`src/rtl/pipeline_reg_chain.sv`:
```
`default_nettype none
// ============================================================================
// Module      : pipeline_reg_chain
// Description : STAGES-deep chain of elastic valid/ready register slices with
//               synchronous flush and a registered occupancy count.
//               Optional macro PIPE_CHAIN_SKID_EN adds a skid entry ahead of
//               slice 0 and registers in_ready.
// Revision    : 1.0 - initial release
// ============================================================================
module pipeline_reg_chain #(
  parameter int DATA_WIDTH = 32,
  parameter int STAGES     = 3
) (
  input  logic                          clk,
  input  logic                          rst_n,
  input  logic                          flush,
  input  logic                          in_valid,
  output logic                          in_ready,
  input  logic [DATA_WIDTH-1:0]         in_data,
  output logic                          out_valid,
  input  logic                          out_ready,
  output logic [DATA_WIDTH-1:0]         out_data,
  output logic [$clog2(STAGES+2)-1:0]   occupancy
);

  localparam int OCC_W = $clog2(STAGES + 2);

  logic [STAGES-1:0]     v_q, v_d;
  logic [DATA_WIDTH-1:0] d_q [STAGES];
  logic [DATA_WIDTH-1:0] d_d [STAGES];
  logic [OCC_W-1:0]      occ_q, occ_d;

  logic [STAGES-1:0]     w_move;
  logic [STAGES-1:0]     w_load;
  logic                  w_accept;
  logic                  w_release;
  logic                  w_fill0;
  logic [DATA_WIDTH-1:0] w_src0;

`ifdef PIPE_CHAIN_SKID_EN
  logic                  skid_valid_q, skid_valid_d;
  logic [DATA_WIDTH-1:0] skid_data_q, skid_data_d;
  logic                  in_ready_q, in_ready_d;
`endif

  // Everything lives in one block so the ready ripple from out_ready back to
  // slice 0 is evaluated top-down without a cross-block loop.
  always_comb begin
    w_move    = '0;
    w_load    = '0;
    w_release = v_q[STAGES-1] && out_ready && !flush;
    w_move[STAGES-1] = w_release;
    for (int i = STAGES - 2; i >= 0; i--) begin
      w_move[i] = !flush && v_q[i] && (!v_q[i+1] || w_move[i+1]);
    end
    for (int i = 0; i < STAGES; i++) begin
      w_load[i] = !v_q[i] || w_move[i];
    end

`ifdef PIPE_CHAIN_SKID_EN
    in_ready     = rst_n && in_ready_q && !flush;
    w_accept     = in_valid && in_ready;
    w_fill0      = !flush && w_load[0] && (skid_valid_q || w_accept);
    w_src0       = skid_valid_q ? skid_data_q : in_data;
    skid_data_d  = (w_accept && !w_load[0]) ? in_data : skid_data_q;
    if (flush) begin
      skid_valid_d = 1'b0;
    end else if (skid_valid_q) begin
      skid_valid_d = !w_fill0;
    end else begin
      skid_valid_d = w_accept && !w_load[0];
    end
    in_ready_d   = !flush && !skid_valid_d;
`else
    in_ready     = rst_n && w_load[0] && !flush;
    w_accept     = in_valid && in_ready;
    w_fill0      = w_accept;
    w_src0       = in_data;
`endif

    v_d[0] = !flush && (w_fill0 || (v_q[0] && !w_move[0]));
    d_d[0] = w_fill0 ? w_src0 : d_q[0];
    for (int i = 1; i < STAGES; i++) begin
      v_d[i] = !flush && (w_move[i-1] || (v_q[i] && !w_move[i]));
      d_d[i] = w_move[i-1] ? d_q[i-1] : d_q[i];
    end

    if (flush) begin
      occ_d = '0;
    end else if (w_accept && !w_release) begin
      occ_d = occ_q + OCC_W'(1);
    end else if (!w_accept && w_release) begin
      occ_d = occ_q - OCC_W'(1);
    end else begin
      occ_d = occ_q;
    end
  end

  always_ff @(posedge clk or negedge rst_n) begin
    if (!rst_n) begin
      v_q   <= '0;
      occ_q <= '0;
      for (int i = 0; i < STAGES; i++) begin
        d_q[i] <= '0;
      end
`ifdef PIPE_CHAIN_SKID_EN
      skid_valid_q <= 1'b0;
      skid_data_q  <= '0;
      in_ready_q   <= 1'b1;
`endif
    end else begin
      v_q   <= v_d;
      occ_q <= occ_d;
      for (int i = 0; i < STAGES; i++) begin
        d_q[i] <= d_d[i];
      end
`ifdef PIPE_CHAIN_SKID_EN
      skid_valid_q <= skid_valid_d;
      skid_data_q  <= skid_data_d;
      in_ready_q   <= in_ready_d;
`endif
    end
  end

  assign out_valid = v_q[STAGES-1];
  assign out_data  = d_q[STAGES-1];
  assign occupancy = occ_q;

endmodule
`default_nettype wire
```
`config.mk`:
```
export PLATFORM = sky130hd
export DESIGN_NAME = pipeline_reg_chain
export DESIGN_NICKNAME = d
export VERILOG_FILES = /design/src/rtl/pipeline_reg_chain.sv
export SDC_FILE = /design/constraint.sdc
export NUM_CORES = 1
export LEC_CHECK = 0
export CORE_ASPECT_RATIO = 1.1
export CORE_UTILIZATION = 54
export DETAILED_ROUTE_END_ITERATION = 8
export GPL_ROUTABILITY_DRIVEN = 0
export PLACE_DENSITY = 0.81
export SYNTH_ARGS = -nofsm -noshare
export SYNTH_HDL_FRONTEND = slang
export SYNTH_SLANG_ARGS = --single-unit
export TNS_END_PERCENT = 20
```
`constraint.sdc`:
```
create_clock -name clk -period 4.46 [get_ports clk]
set_input_delay 0.892 -clock clk [delete_from_list [all_inputs] [get_ports clk]]
set_output_delay 0.892 -clock clk [all_outputs]
set_load 0.01 [all_outputs]
```
======== Yosys cells after proc, flatten, opt, wreduce, memory -nomap -nowiden ========
Cells that the tools add are included.
W data, S select, Z words.
cells by class
  add/sub/neg operators ................... 2
  $mul .................................... 0
  divide/modulo/power cells ............... 0
  order comparisons ....................... 0
  equal/unequal tests ..................... 0
  shift operators ......................... 0
  mux-type cells .......................... 3
  bitwise operators ....................... 0
  reductions and logical operators ........ 32
operator list
  kind                   count
  $logic_and A1 B1 Y1    17
  $mux W3                3
  $logic_not A1 Y1       8
  $logic_or A1 B1 Y1     6
  $add A3 B1 Y3 const B  1
  $reduce_bool A3 Y1     1
  $sub A3 B1 Y3 const B  1
storage, ports and cells
  register bits ........................... 102
  latch bits .............................. 0
  memory bits (writable) .................. 0
  memory bits (read-only) ................. 0
  bits of input ports ..................... 37
  output and inout port bits .............. 37
  word-level logic and storage cells ...... 42
  memories ................................ 0

======== Logic depth before layout (Yosys ltp) ========
  depth after elaboration ................. 15
  depth in mapped cells ................... 8
  mapped depth without buffers ............ 7

======== Least setup slack after synthesis ========
No wires, ideal clock.
  path type ............................... input to register
  start ................................... in out_ready
  end ..................................... reg occ_q[2] (netlist: occupancy[2])
  library setup time ...................... 0.071 ns
  data arrival time ....................... 2.447 ns
  required time ........................... 4.389 ns
  path slack .............................. 1.943 ns
  cell stages on the path ................. 8
  path buffers ............................ 1
  path through ............................ and4b_1 > nor3_4 > buf_4 > and2_1 > fa_1 > a2111oi_0 > nand3_1 > nand4_1
on the way
  word-level cells in the longest chain between the ends .. 13
  elaborated cells on any way between the ends .. 17
  classes of those cells .................. mux: 2; reduce/logical: 15
ends and longest elaborated chain
  element                                                         line    text
  start, declared                                                 21      input logic out_ready,
  $logic_and A1 B1 Y1 * (2 in a row)                              51      w_release = v_q[STAGES-1] && out_ready && !flush;
  $logic_or A1 B1 Y1                                              --
  $logic_and A1 B1 Y1                                             54      w_move[i] = !flush && v_q[i] && (!v_q[i+1] || w_move[i+1]);
  $logic_or A1 B1 Y1                                              --
  $logic_and A1 B1 Y1                                             54
  $logic_or A1 B1 Y1                                              57      w_load[i] = !v_q[i] || w_move[i];
  $logic_and A1 B1 Y1 (2 in a row)                                75      in_ready = rst_n && w_load[0] && !flush;
  $logic_and A1 B1 Y1                                             76      w_accept = in_valid && in_ready;
  $logic_and A1 B1 Y1 / $logic_not A1 Y1 (equally long branches)  90, 92
  $mux W3 / $logic_and A1 B1 Y1 (equally long branches)           90, 92
  $mux W3 / $reduce_bool A3 Y1 (equally long branches)            --
  end signal, assigned                                            102     occ_q <= '0;
  end signal, assigned                                            113     occ_q <= occ_d;
  end, declared                                                   31      logic [OCC_W-1:0] occ_q, occ_d;
Mark *: on every way between the ends. The rest lies on a longest branch, timed or not.
A chain may end at the register's enable or synchronous reset.

======== Final worst setup path ========
  start ................................... in out_ready
  end ..................................... out in_ready
on the way
  word-level cells in the longest chain between the ends .. 9
ends and longest elaborated chain
  element                           line  text
  $logic_and A1 B1 Y1 (2 in a row)  51
  $logic_or A1 B1 Y1                --
  $logic_and A1 B1 Y1               54
  $logic_or A1 B1 Y1                --
  $logic_and A1 B1 Y1               54
  $logic_or A1 B1 Y1                57
  $logic_and A1 B1 Y1 (2 in a row)  75
  end, declared                     18    output logic in_ready,
Every way passes these cells.

==> flow_summary.html <==
<table>
<tr><th>Metric</th><th>Value</th></tr>
<tr><th colspan="2">Detailed routing</th></tr>
<tr><td>Violation count after the first detailed-route iteration</td><td>58</td></tr>
<tr><td>Drc violations</td><td>0</td></tr>
<tr><td>Total number of vias</td><td>2262</td></tr>
<tr><td>Highest signal layer in the routed design</td><td>met4</td></tr>
<tr><td>Routed wirelength normalized by instance count</td><td>16.06 um</td></tr>
<tr><td>Number of detailed-routing iterations run before antenna repair</td><td>4</td></tr>
<tr><td>Vias per cell</td><td>5.188</td></tr>
<tr><td>Met3 wire length</td><td>180 um</td></tr>
<tr><td>Total length of routed wires</td><td>7004 um</td></tr>
<tr><td>Post-route met1 wirelength</td><td>3104 um</td></tr>
<tr><td>Routed met2 length</td><td>3568 um</td></tr>
<tr><td>Antenna violation net count after detailed routing</td><td>0</td></tr>
<tr><th colspan="2">Clock network</th></tr>
<tr><td>TritonCTS clock tree</td><td>yes</td></tr>
<tr><td>Longest Clk Path Bufs</td><td>2</td></tr>
<tr><td>CTS Root Buffer Type</td><td>sky130_fd_sc_hd__clkbuf_8</td></tr>
<tr><td>Clock input transition at the sequential cells of the worst setup and hold paths</td><td>0.09 ns</td></tr>
<tr><td>CTS-repair resized insts</td><td>0</td></tr>
<tr><td>Number of buffers added for setup after CTS</td><td>0</td></tr>
<tr><td>Clock Latency Late Sink</td><td>0.36 ns</td></tr>
<tr><td>Clock H-tree levels</td><td>3</td></tr>
<tr><td>Sink count of the clock tree</td><td>102</td></tr>
<tr><td>Clock buffers created by TritonCTS</td><td>9</td></tr>
<tr><td>Total of hold buffers inserted after clock tree synthesis</td><td>0</td></tr>
<tr><th colspan="2">STA</th></tr>
<tr><td>Final setup fails</td><td>0</td></tr>
<tr><td>Slew at the pin closest to its max-slew limit</td><td>0.7725 ns</td></tr>
<tr><td>Setup Skew</td><td>0.009496 ns</td></tr>
<tr><td>Number of max-slew violations in the final report</td><td>0</td></tr>
<tr><td>Final Critical Period</td><td>3.539 ns</td></tr>
<tr><td>RSZ-0062 raised after global routing</td><td>false</td></tr>
<tr><td>Relative slew slack</td><td>48.50%</td></tr>
<tr><td>FMAX</td><td>0.2826 GHz</td></tr>
<tr><td>Number of failing hold endpoints at the final stage</td><td>0</td></tr>
<tr><td>Final setup margin</td><td>0.9211 ns</td></tr>
<tr><td>Total negative slack</td><td>0 ns</td></tr>
<tr><td>Final period utilization</td><td>79.35%</td></tr>
<tr><th colspan="2">Critical path</th></tr>
<tr><td>Capturing point of the worst reg2reg path</td><td>out_data[9]</td></tr>
<tr><td>Slack of the worst reg-to-reg path</td><td>2.22 ns</td></tr>
<tr><td>Length in cells of the worst reg-to-reg path</td><td>4</td></tr>
<tr><td>Worst EP required</td><td>3.57 ns</td></tr>
<tr><td>Critical path capture point type</td><td>output pin</td></tr>
<tr><td>Critical path capture point</td><td>in_ready</td></tr>
<tr><td>CP Max Fanout</td><td>8</td></tr>
<tr><td>Worst setup path start</td><td>out_ready</td></tr>
<tr><td>Data arrival time of the worst path</td><td>2.65 ns</td></tr>
<tr><td>Kind of critical path</td><td>in -&gt; out</td></tr>
<tr><td>Setup crit start kind</td><td>primary input</td></tr>
<tr><td>Worst R2R Start</td><td>v_q[2]</td></tr>
<tr><th colspan="2">Cells and area</th></tr>
<tr><td>Combined area of the multi-input logic cells</td><td>1446 um2</td></tr>
<tr><td>Reg area</td><td>2552 um2</td></tr>
<tr><td>Layout cells sized above 1</td><td>36.59%</td></tr>
<tr><td>Antenna Diode Count</td><td>0</td></tr>
<tr><td>Filler cell count in the final layout</td><td>583</td></tr>
<tr><td>Synthesis-to-finish area growth</td><td>16.81%</td></tr>
<tr><td>Utilization after layout</td><td>64.75%</td></tr>
<tr><td>Net total in the final layout</td><td>361</td></tr>
<tr><th colspan="2">Floorplanning</th></tr>
<tr><td>Die boundary height</td><td>96.28 um</td></tr>
<tr><td>Die span in x</td><td>87.71 um</td></tr>
<tr><td>Die area</td><td>8444 um2</td></tr>
<tr><td>Number of top-level design ports</td><td>74</td></tr>
<tr><td>Core region area</td><td>7870 um2</td></tr>
<tr><td>Effective utilization at floorplan</td><td>55.44%</td></tr>
<tr><td>Core Rows</td><td>34</td></tr>
<tr><th colspan="2">Global routing</th></tr>
<tr><td>Global-route wire length before repair</td><td>11270 um</td></tr>
<tr><td>Global-route usage over all layers</td><td>18.25%</td></tr>
<tr><td>Number of global-route vias before repair</td><td>2293</td></tr>
<tr><td>Total grt overflow</td><td>0</td></tr>
<tr><td>Antenna violations before repair</td><td>0</td></tr>
<tr><td>Largest net degree at the start of global routing</td><td>58</td></tr>
<tr><th colspan="2">Synth</th></tr>
<tr><td>Area fraction of the dominant cell type after synthesis</td><td>58.50%</td></tr>
<tr><td>Cell types with the largest area share after synthesis</td><td>sky130_fd_sc_hd__dfrtp_1 59%, sky130_fd_sc_hd__mux2_2 17%, sky130_fd_sc_hd__mux2_4 10%</td></tr>
<tr><td>Portion of the post-synthesis area used by sequential elements</td><td>58.50%</td></tr>
<tr><td>Yosys warns</td><td>0</td></tr>
<tr><td>Synth cell types</td><td>30</td></tr>
<tr><td>Nets in the synthesized netlist</td><td>317</td></tr>
<tr><td>Synthesis-stage register bit count</td><td>102</td></tr>
<tr><td>Post-synthesis cell area</td><td>4363 um2</td></tr>
<tr><td>Largest area contributor in the synthesized netlist</td><td>sky130_fd_sc_hd__dfrtp_1</td></tr>
<tr><td>Post-Syn Area per Cell</td><td>15.64 um2</td></tr>
<tr><td>Synthesized instance count</td><td>279</td></tr>
<tr><th colspan="2">Placed design</th></tr>
<tr><td>Port-buffer cells</td><td>73</td></tr>
<tr><td>Dpl ws</td><td>0.9257 ns</td></tr>
<tr><td>Post-DP HPWL</td><td>4512 um</td></tr>
<tr><th colspan="2">Run status</th></tr>
<tr><td>Status</td><td>completed</td></tr>
<tr><th colspan="2">Power and ir drop</th></tr>
<tr><td>Power per unit of standard cell area</td><td>502.2 nW/um2</td></tr>
<tr><td>VDD IR-drop max</td><td>0.1859 mV</td></tr>
<tr><td>Leak pwr</td><td>2.296 nW</td></tr>
<tr><th colspan="2">Worst hold path</th></tr>
<tr><td>Hold Crit Depth</td><td>1</td></tr>
<tr><td>Tightest Hold Check Type</td><td>reg -&gt; reg</td></tr>
<tr><th colspan="2">Flow run</th></tr>
<tr><td>Max cap viols</td><td>0</td></tr>
</table>
## worst max-delay path: stages
cell and delay, ns:
sky130_fd_sc_hd__clkdlybuf4s50_1 0.63, sky130_fd_sc_hd__and4b_1 0.30, sky130_fd_sc_hd__nor3b_1 0.23, sky130_fd_sc_hd__clkdlybuf4s50_1 0.59
## worst min path at each step
stage	start	end	slack [ns]
floorplan	d_q[90]	d_q[90]	0.45
global placement	d_q[90]	d_q[90]	0.46
detailed placement	d_q[90]	d_q[90]	0.47
CTS	d_q[90]	d_q[90]	0.49
global route	d_q[94]	d_q[94]	0.52
finish	d_q[94]	d_q[94]	0.49
## through the flow
| stage | total power, mW | cells | instance area (um2) | hold WS, ns |
|---|---|---|---|---|
| 2_1_floorplan | 1.813 | 279 | 4363 | 0.4541 |
| 3_3_place_gp | 1.978 | 420 | 4896 | 0.4634 |
| 3_5_place_dp | 2.009 | 420 | 4896 | 0.4713 |
| 4_1_cts | 2.592 | 436 | 5096 | 0.4944 |
| 5_1_grt | 2.702 | 436 | 5096 | 0.5156 |
| 6_report | 2.559 | 436 | 5096 | 0.4882 |
## Yosys cell counts
cell and instances:
sky130_fd_sc_hd__a2111o_1 1, sky130_fd_sc_hd__a2111oi_0 1, sky130_fd_sc_hd__a211o_2 1, sky130_fd_sc_hd__a21o_2 1, sky130_fd_sc_hd__a21oi_1 3, sky130_fd_sc_hd__and2_1 2, sky130_fd_sc_hd__and4b_1 1, sky130_fd_sc_hd__buf_12 3
sky130_fd_sc_hd__buf_2 3, sky130_fd_sc_hd__buf_4 35, sky130_fd_sc_hd__buf_6 1, sky130_fd_sc_hd__clkbuf_1 1, sky130_fd_sc_hd__dfrtp_1 102, sky130_fd_sc_hd__fa_1 1, sky130_fd_sc_hd__inv_1 3, sky130_fd_sc_hd__mux2_1 2
sky130_fd_sc_hd__mux2_2 66, sky130_fd_sc_hd__mux2_4 30, sky130_fd_sc_hd__nand2_1 2, sky130_fd_sc_hd__nand3_1 3, sky130_fd_sc_hd__nand4_1 2, sky130_fd_sc_hd__nand4b_1 1, sky130_fd_sc_hd__nor2_1 7, sky130_fd_sc_hd__nor2b_1 1
sky130_fd_sc_hd__nor2b_2 1, sky130_fd_sc_hd__nor3_4 1, sky130_fd_sc_hd__nor3b_1 1, sky130_fd_sc_hd__o211ai_1 1, sky130_fd_sc_hd__o2bb2ai_1 1, sky130_fd_sc_hd__or3b_1 1
## cell type report
cell class	instances	share of cell area, %
Clock buffer	11	2.774
Timing Repair Buffer	76	14.73
Tap cell	108	2.652
Clock inverter	5	1.154
Sequential cell	102	50.09
Multi-Input combinational cell	131	28.38
Inverter	3	0.2210
## layer usage
layer / vias to the layer above / GRT usage (%)
met5: - / 0
li1: 1028 / -
met3: 13 / 2.744
met4: 0 / 9.699
met1: 1173 / 23.97
met2: 48 / 29.33
## placed cells by master, fill, tap and decap left out
cell / instances
sky130_fd_sc_hd__dfrtp_1: 102
sky130_fd_sc_hd__clkdlybuf4s50_1: 72
sky130_fd_sc_hd__mux2_2: 66
sky130_fd_sc_hd__mux2_4: 30
sky130_fd_sc_hd__clkbuf_8: 10
sky130_fd_sc_hd__nor2_1: 7
sky130_fd_sc_hd__buf_4: 4
sky130_fd_sc_hd__inv_1: 3
sky130_fd_sc_hd__a21oi_1: 3
sky130_fd_sc_hd__nand3_1: 3
sky130_fd_sc_hd__nand2_1: 2
sky130_fd_sc_hd__and2_1: 2
sky130_fd_sc_hd__mux2_1: 2
sky130_fd_sc_hd__nand4_1: 2
sky130_fd_sc_hd__clkinvlp_4: 2
sky130_fd_sc_hd__and4b_1: 1
sky130_fd_sc_hd__nor3_4: 1
sky130_fd_sc_hd__nor3b_1: 1
sky130_fd_sc_hd__nand4b_1: 1
sky130_fd_sc_hd__nor2b_2: 1
sky130_fd_sc_hd__a211o_2: 1
sky130_fd_sc_hd__or3b_2: 1
sky130_fd_sc_hd__o2bb2ai_1: 1
sky130_fd_sc_hd__nor2b_1: 1
sky130_fd_sc_hd__o211ai_1: 1
sky130_fd_sc_hd__a2111o_1: 1
sky130_fd_sc_hd__a21o_2: 1
sky130_fd_sc_hd__a2111oi_0: 1
sky130_fd_sc_hd__fa_1: 1
sky130_fd_sc_hd__clkbuf_1: 1
sky130_fd_sc_hd__clkinv_4: 1
sky130_fd_sc_hd__clkinv_2: 1
sky130_fd_sc_hd__bufinv_16: 1
## power breakdown
group	total (mW)	internal, mW	switching [mW]
clock	0.578	0.275	0.303
combinational	0.656	0.459	0.197
sequential	1.33	1.18	0.142
total	2.56	1.92	0.642
## cell families (layout without fill, tap and decap cells)
| family | after synthesis | after routing | share of synthesized area (%) |
|---|---|---|---|
| DFF | 102 | 102 | 58.50 |
| muxes | 98 | 98 | 27.87 |
| buffers and inverters | 46 | 95 | 8.345 |
| and+or+nand+nor | 23 | 23 | 3.212 |
| AOI/OAI and AO/OA | 9 | 9 | 1.606 |
| adders and majority gates | 1 | 1 | 0.4589 |
## state kept, by name, summed over array words and instances, names as in the netlist
name and flops:
d_q 64, occupancy 3, out_data 32, v_q 3
Note: power is estimated with default switching activity, not from simulation.
==> RTL edit 1, RTL diff (same settings) <==
Build with the macro `PIPE_CHAIN_SKID_EN` defined.
--- a/src/rtl/pipeline_reg_chain.sv
+++ b/src/rtl/pipeline_reg_chain.sv
@@ -7,6 +7,8 @@
 //               slice 0 and registers in_ready.
 // Revision    : 1.0 - initial release
 // ============================================================================
+`define PIPE_CHAIN_SKID_EN
+
 module pipeline_reg_chain #(
   parameter int DATA_WIDTH = 32,
   parameter int STAGES     = 3
Check against the original RTL: not equivalent (a bounded check fails within 4 cycles, from zero or initial values and one cycle with rst_n low).
==> RTL edit 1 against the unedited design <==
Final cell count rose by 35%. Total power rose by 37%. Clock power rose by 120%. Wire length rose by 44%. Sequential cell count rose by 34. First-iteration DRC count rose by 72%. Final area rose by 39%. Critical path depth fell by 1. Synthesized cell count rose by 38%. Critical endpoint unchanged. Global-route usage rose by 1.2 points. Setup slack improved by 0.18 ns. Synthesized area rose by 36%.
==> RTL edit 1: results (changes against the unedited design) <==
metric,value,unit,change
"Clk Latency, worst-skew pair",0.41,ns,was 0.36 ns
wire length on met3,321,um,was 180 um
status,completed,,unchanged
share of layout cells above drive strength 1,40.8,%,was 36.6%
"top cells by area, synth","dfrtp_1 57%, mux2_2 20%, mux2_4 7.6%",,"was dfrtp_1 59%, mux2_2 17%, mux2_4 10%"
Via Count,3080,,"was 2,262"
global-route wire length before repair,16.6,mm,was 11.3 mm
Synth cell types,29,,was 30
vias per std cell,5.25,,was 5.19
vias in the first global route,3319,,"was 2,293"
total CTS buffers,17,,was 9
Clock Pin Slew Worst Setup and Hold Paths,0.06,ns,was 0.09 ns
H-tree Lvls,4,,was 3
GRT Util Overall,19.4,%,was 18.2%
VDD IR max,241,uV,was 186 uV
largest net degree at the start of global routing,92,,was 58
Final period util,75.4,%,was 79.3%
fillers,746,,was 583
post-layout net count,469,,was 361
"Seq/Total Area, Yosys",57.4,%,was 58.5%
worst min-delay path class,input pin to asynchronous set/reset pin,,was flip-flop to flip-flop
CP arrival,2.47,ns,was 2.65 ns
met1 wire length,4.50,mm,was 3.10 mm
R2R setup slack,1.80,ns,was 2.22 ns
max incr delay on CP,0.74,ns,was 0.63 ns
initial drt markers,100,,was 58
Fin Clk Skew,0.00959,ns,was 0.00950 ns
Synth top cells by count,"135 x dfrtp_1, 108 x mux2_2, 32 x buf_4",,"was 102 x dfrtp_1, 66 x mux2_2, 35 x buf_4"
Placed Instances,555,,was 420
==> RTL edit 1: cell count changes after synthesis, moves of 2 or more <==
cell and change:
clkbuf_1 +3, dfrtp_1 +33, mux2_1 +23, nor2b_1 +2, mux2_2 +42, buf_6 +4
nor2_1 +4, nand4_1 -2, nand3_1 -3, buf_4 -3, buf_12 -3, buf_2 +8
==> RTL edit 1: cell type report <==
cell class / count / share of cell area, %
Inverter: 2 / 0.106
Tap cell: 143 / 2.52
Sequential cell: 136 / 47.9
Clock buffer: 20 / 6.43
Multi-Input combinational cell: 195 / 30.5
Clock inverter: 12 / 1.44
Timing Repair Buffer: 79 / 11.1
==> RTL edit 1: cell families (layout without fill, tap and decap cells) <==
family | Yosys count | count (layout) | share of synthesized area, %
muxes | 164 | 164 | 33.0
DFF | 136 | 136 | 57.4
buffers and inverters | 55 | 113 | 6.37
and+or+nand+nor | 22 | 22 | 1.94
AOI/OAI and AO/OA | 7 | 7 | 0.843
adders and majority gates | 1 | 1 | 0.337
xor gates and xnor gates | 1 | 1 | 0.148
==> RTL edit 1: worst paths after layout <==
path                                 start              end  cells past startpoint
min                                  rst_n     out_data[14]                      1
max                                  flush         in_ready                      3
max in group asynchronous            rst_n          d_q[61]                      2
min reg2reg                skid_data_q[17]  skid_data_q[17]                      1
min in group clk           skid_data_q[17]  skid_data_q[17]                      1
max reg2reg                   skid_valid_q          d_q[69]                      4
==> RTL edit 1: critical path: cells and delay by family <==
| family | cells | cell delay, ns |
|---|---|---|
| buffers and inverters | 2 | 1.30 |
| and+or+nand+nor | 1 | 0.26 |
==> RTL edit 1: stage by stage <==
stage	util (%)	area [um2]	hold slack (ns)	power [mW]
floorplan	-	5930	0.454	2.06
global placement	62.1	6550	0.461	2.21
detailed placement	62.1	6550	0.477	2.24
CTS	67.4	7110	0.419	3.55
global route	67.4	7110	0.428	3.67
finish	67.4	7110	0.403	3.51
==> RTL edit 1: power breakdown <==
part	switching (mW)	internal, mW	total [mW]
Clock	0.501	0.791	1.29
Sequential	0.146	1.50	1.64
Combinational	0.176	0.403	0.578
==> RTL edit 1: per-layer routing <==
metal / GRT usage [%] / vias up
met3: 4.71 / 10
met2: 31.6 / 58
li1: - / 1408
met5: 0 / -
met4: 6.95 / 0
met1: 25.2 / 1604
==> RTL edit 2, RTL diff (config.mk and constraints unchanged) <==
Made on the original files. Make the reset (`rst_n`) synchronous in one clocked block.
--- a/src/rtl/pipeline_reg_chain.sv
+++ b/src/rtl/pipeline_reg_chain.sv
@@ -96,7 +96,7 @@
     end
   end
 
-  always_ff @(posedge clk or negedge rst_n) begin
+  always_ff @(posedge clk) begin
     if (!rst_n) begin
       v_q   <= '0;
       occ_q <= '0;
Function: differs if rst_n is asserted again (counterexample within 4 cycles, from zero or initial values and one cycle with rst_n low); with rst_n held inactive, the same outputs for 10 cycles.
==> RTL edit 2 against the unedited design <==
Synthesized area shrank 3.0%. Count of clock-buffer cells in the layout unchanged. Setup slack gained 0.39 ns. Maximum frequency increased by 12%. Synthesized cell count grew 62%. Wire length up 11%. Critical path depth unchanged. Final area decreased by 2.8%. Final cell count grew 34%. Global-route usage up 2.3 points. Sequential cell count stayed put.
Power is not compared: it rests on default switching activity, and its combinational part moved more than twofold at a synthesized area within 25%.
==> RTL edit 2: results (changes against the unedited design) <==
metric,value,unit,change
max FFs per register,96,,was 64
post-layout net count,515,,was 361
worst reg2reg endpoint,occupancy[2],,was out_data[9]
share of layout cells above drive strength 1,5.61,%,was 36.6%
R2R setup slack,2.04,ns,was 2.22 ns
Placed Instances,570,,was 420
Synth top cells by count,"102 x dfxtp_1, 65 x mux2i_1, 64 x nand2_1",,"was 102 x dfrtp_1, 66 x mux2_2, 35 x buf_4"
max incr delay on CP,0.55,ns,was 0.63 ns
global-route wire length before repair,13.1,mm,was 11.3 mm
initial drt markers,205,,was 58
DP Wirelength,4.87,mm,was 4.51 mm
"top cells by area, synth","dfxtp_1 48%, mux2i_1 15%, buf_4 6.6%",,"was dfrtp_1 59%, mux2_2 17%, mux2_4 10%"
Synth cell types,25,,was 30
crit path launch,flush,,was out_ready
hold path depth,2,,was 1
syn_nets,490,,was 317
Routed WL,7.76,mm,was 7.00 mm
Worst R2R Start,v_q[2],,unchanged
status,completed,,unchanged
Fin Clk Skew,0.00893,ns,was 0.00950 ns
hold path start,d_q[0][43],,was d_q[94]
post-synthesis mux area share,15.4,%,was 27.9%
largest register by flop count,d_q,,unchanged
main flop type after synthesis,dfxtp_1,,was dfrtp_1
slew at the pin closest to its max-slew limit,1.08,ns,was 0.773 ns
WHS Endpoint,d_q[0][43],,was d_q[94]
Post-synth ARST share,0,%,was 100%
Fmax achieved,0.317,GHz,was 0.283 GHz
worst hold slack,0.462,ns,was 0.488 ns
GRT Util Overall,20.5,%,was 18.2%
Synth Area in Compound Gates,11.1,%,was 1.61%
DP Worst Slack,1.06,ns,was 0.926 ns
Synth Area in Adders,0.769,%,was 0.459%
largest net degree at the start of global routing,97,,was 58
Post-DP Area,4730,um2,was 4900 um2
path depth of the worst reg2reg path,9,,was 4
"Seq/Total Area, Yosys",48.3,%,was 58.5%
vias per std cell,5.08,,was 5.19
==> RTL edit 2: cell count changes after synthesis, sizes merged, moves of 19 or more <==
cell    unedited run  this run
dfxtp              0       102
inv                3        36
clkbuf             1        20
mux2i              0        65
o21ai              0        33
nand2              2        64
nand3              3        34
dfrtp            102         0
a21boi             0        32
mux2              98         0
==> RTL edit 2: layout make-up <==
class,instances,area (um2)
Sequential cell,102,2040
Clock buffer,11,141
Tap cell,105,131
Inverter,36,135
Clock inverter,5,82.6
Fill cell,615,2560
Timing Repair Buffer,79,771
Multi-Input combinational cell,248,1650
==> RTL edit 2: layer usage <==
metal | track usage [%] | wire length [um] | vias to the layer above | share of wire (%)
met3 | 4.90 | 330 | 12 | 4.3
met4 | 5.56 | 107 | 0 | 1.4
met2 | 35.5 | 3860 | 74 | 50
met5 | 0 | 0 | - | 0
li1 | - | - | 1501 | -
met1 | 25.5 | 3460 | 1389 | 45
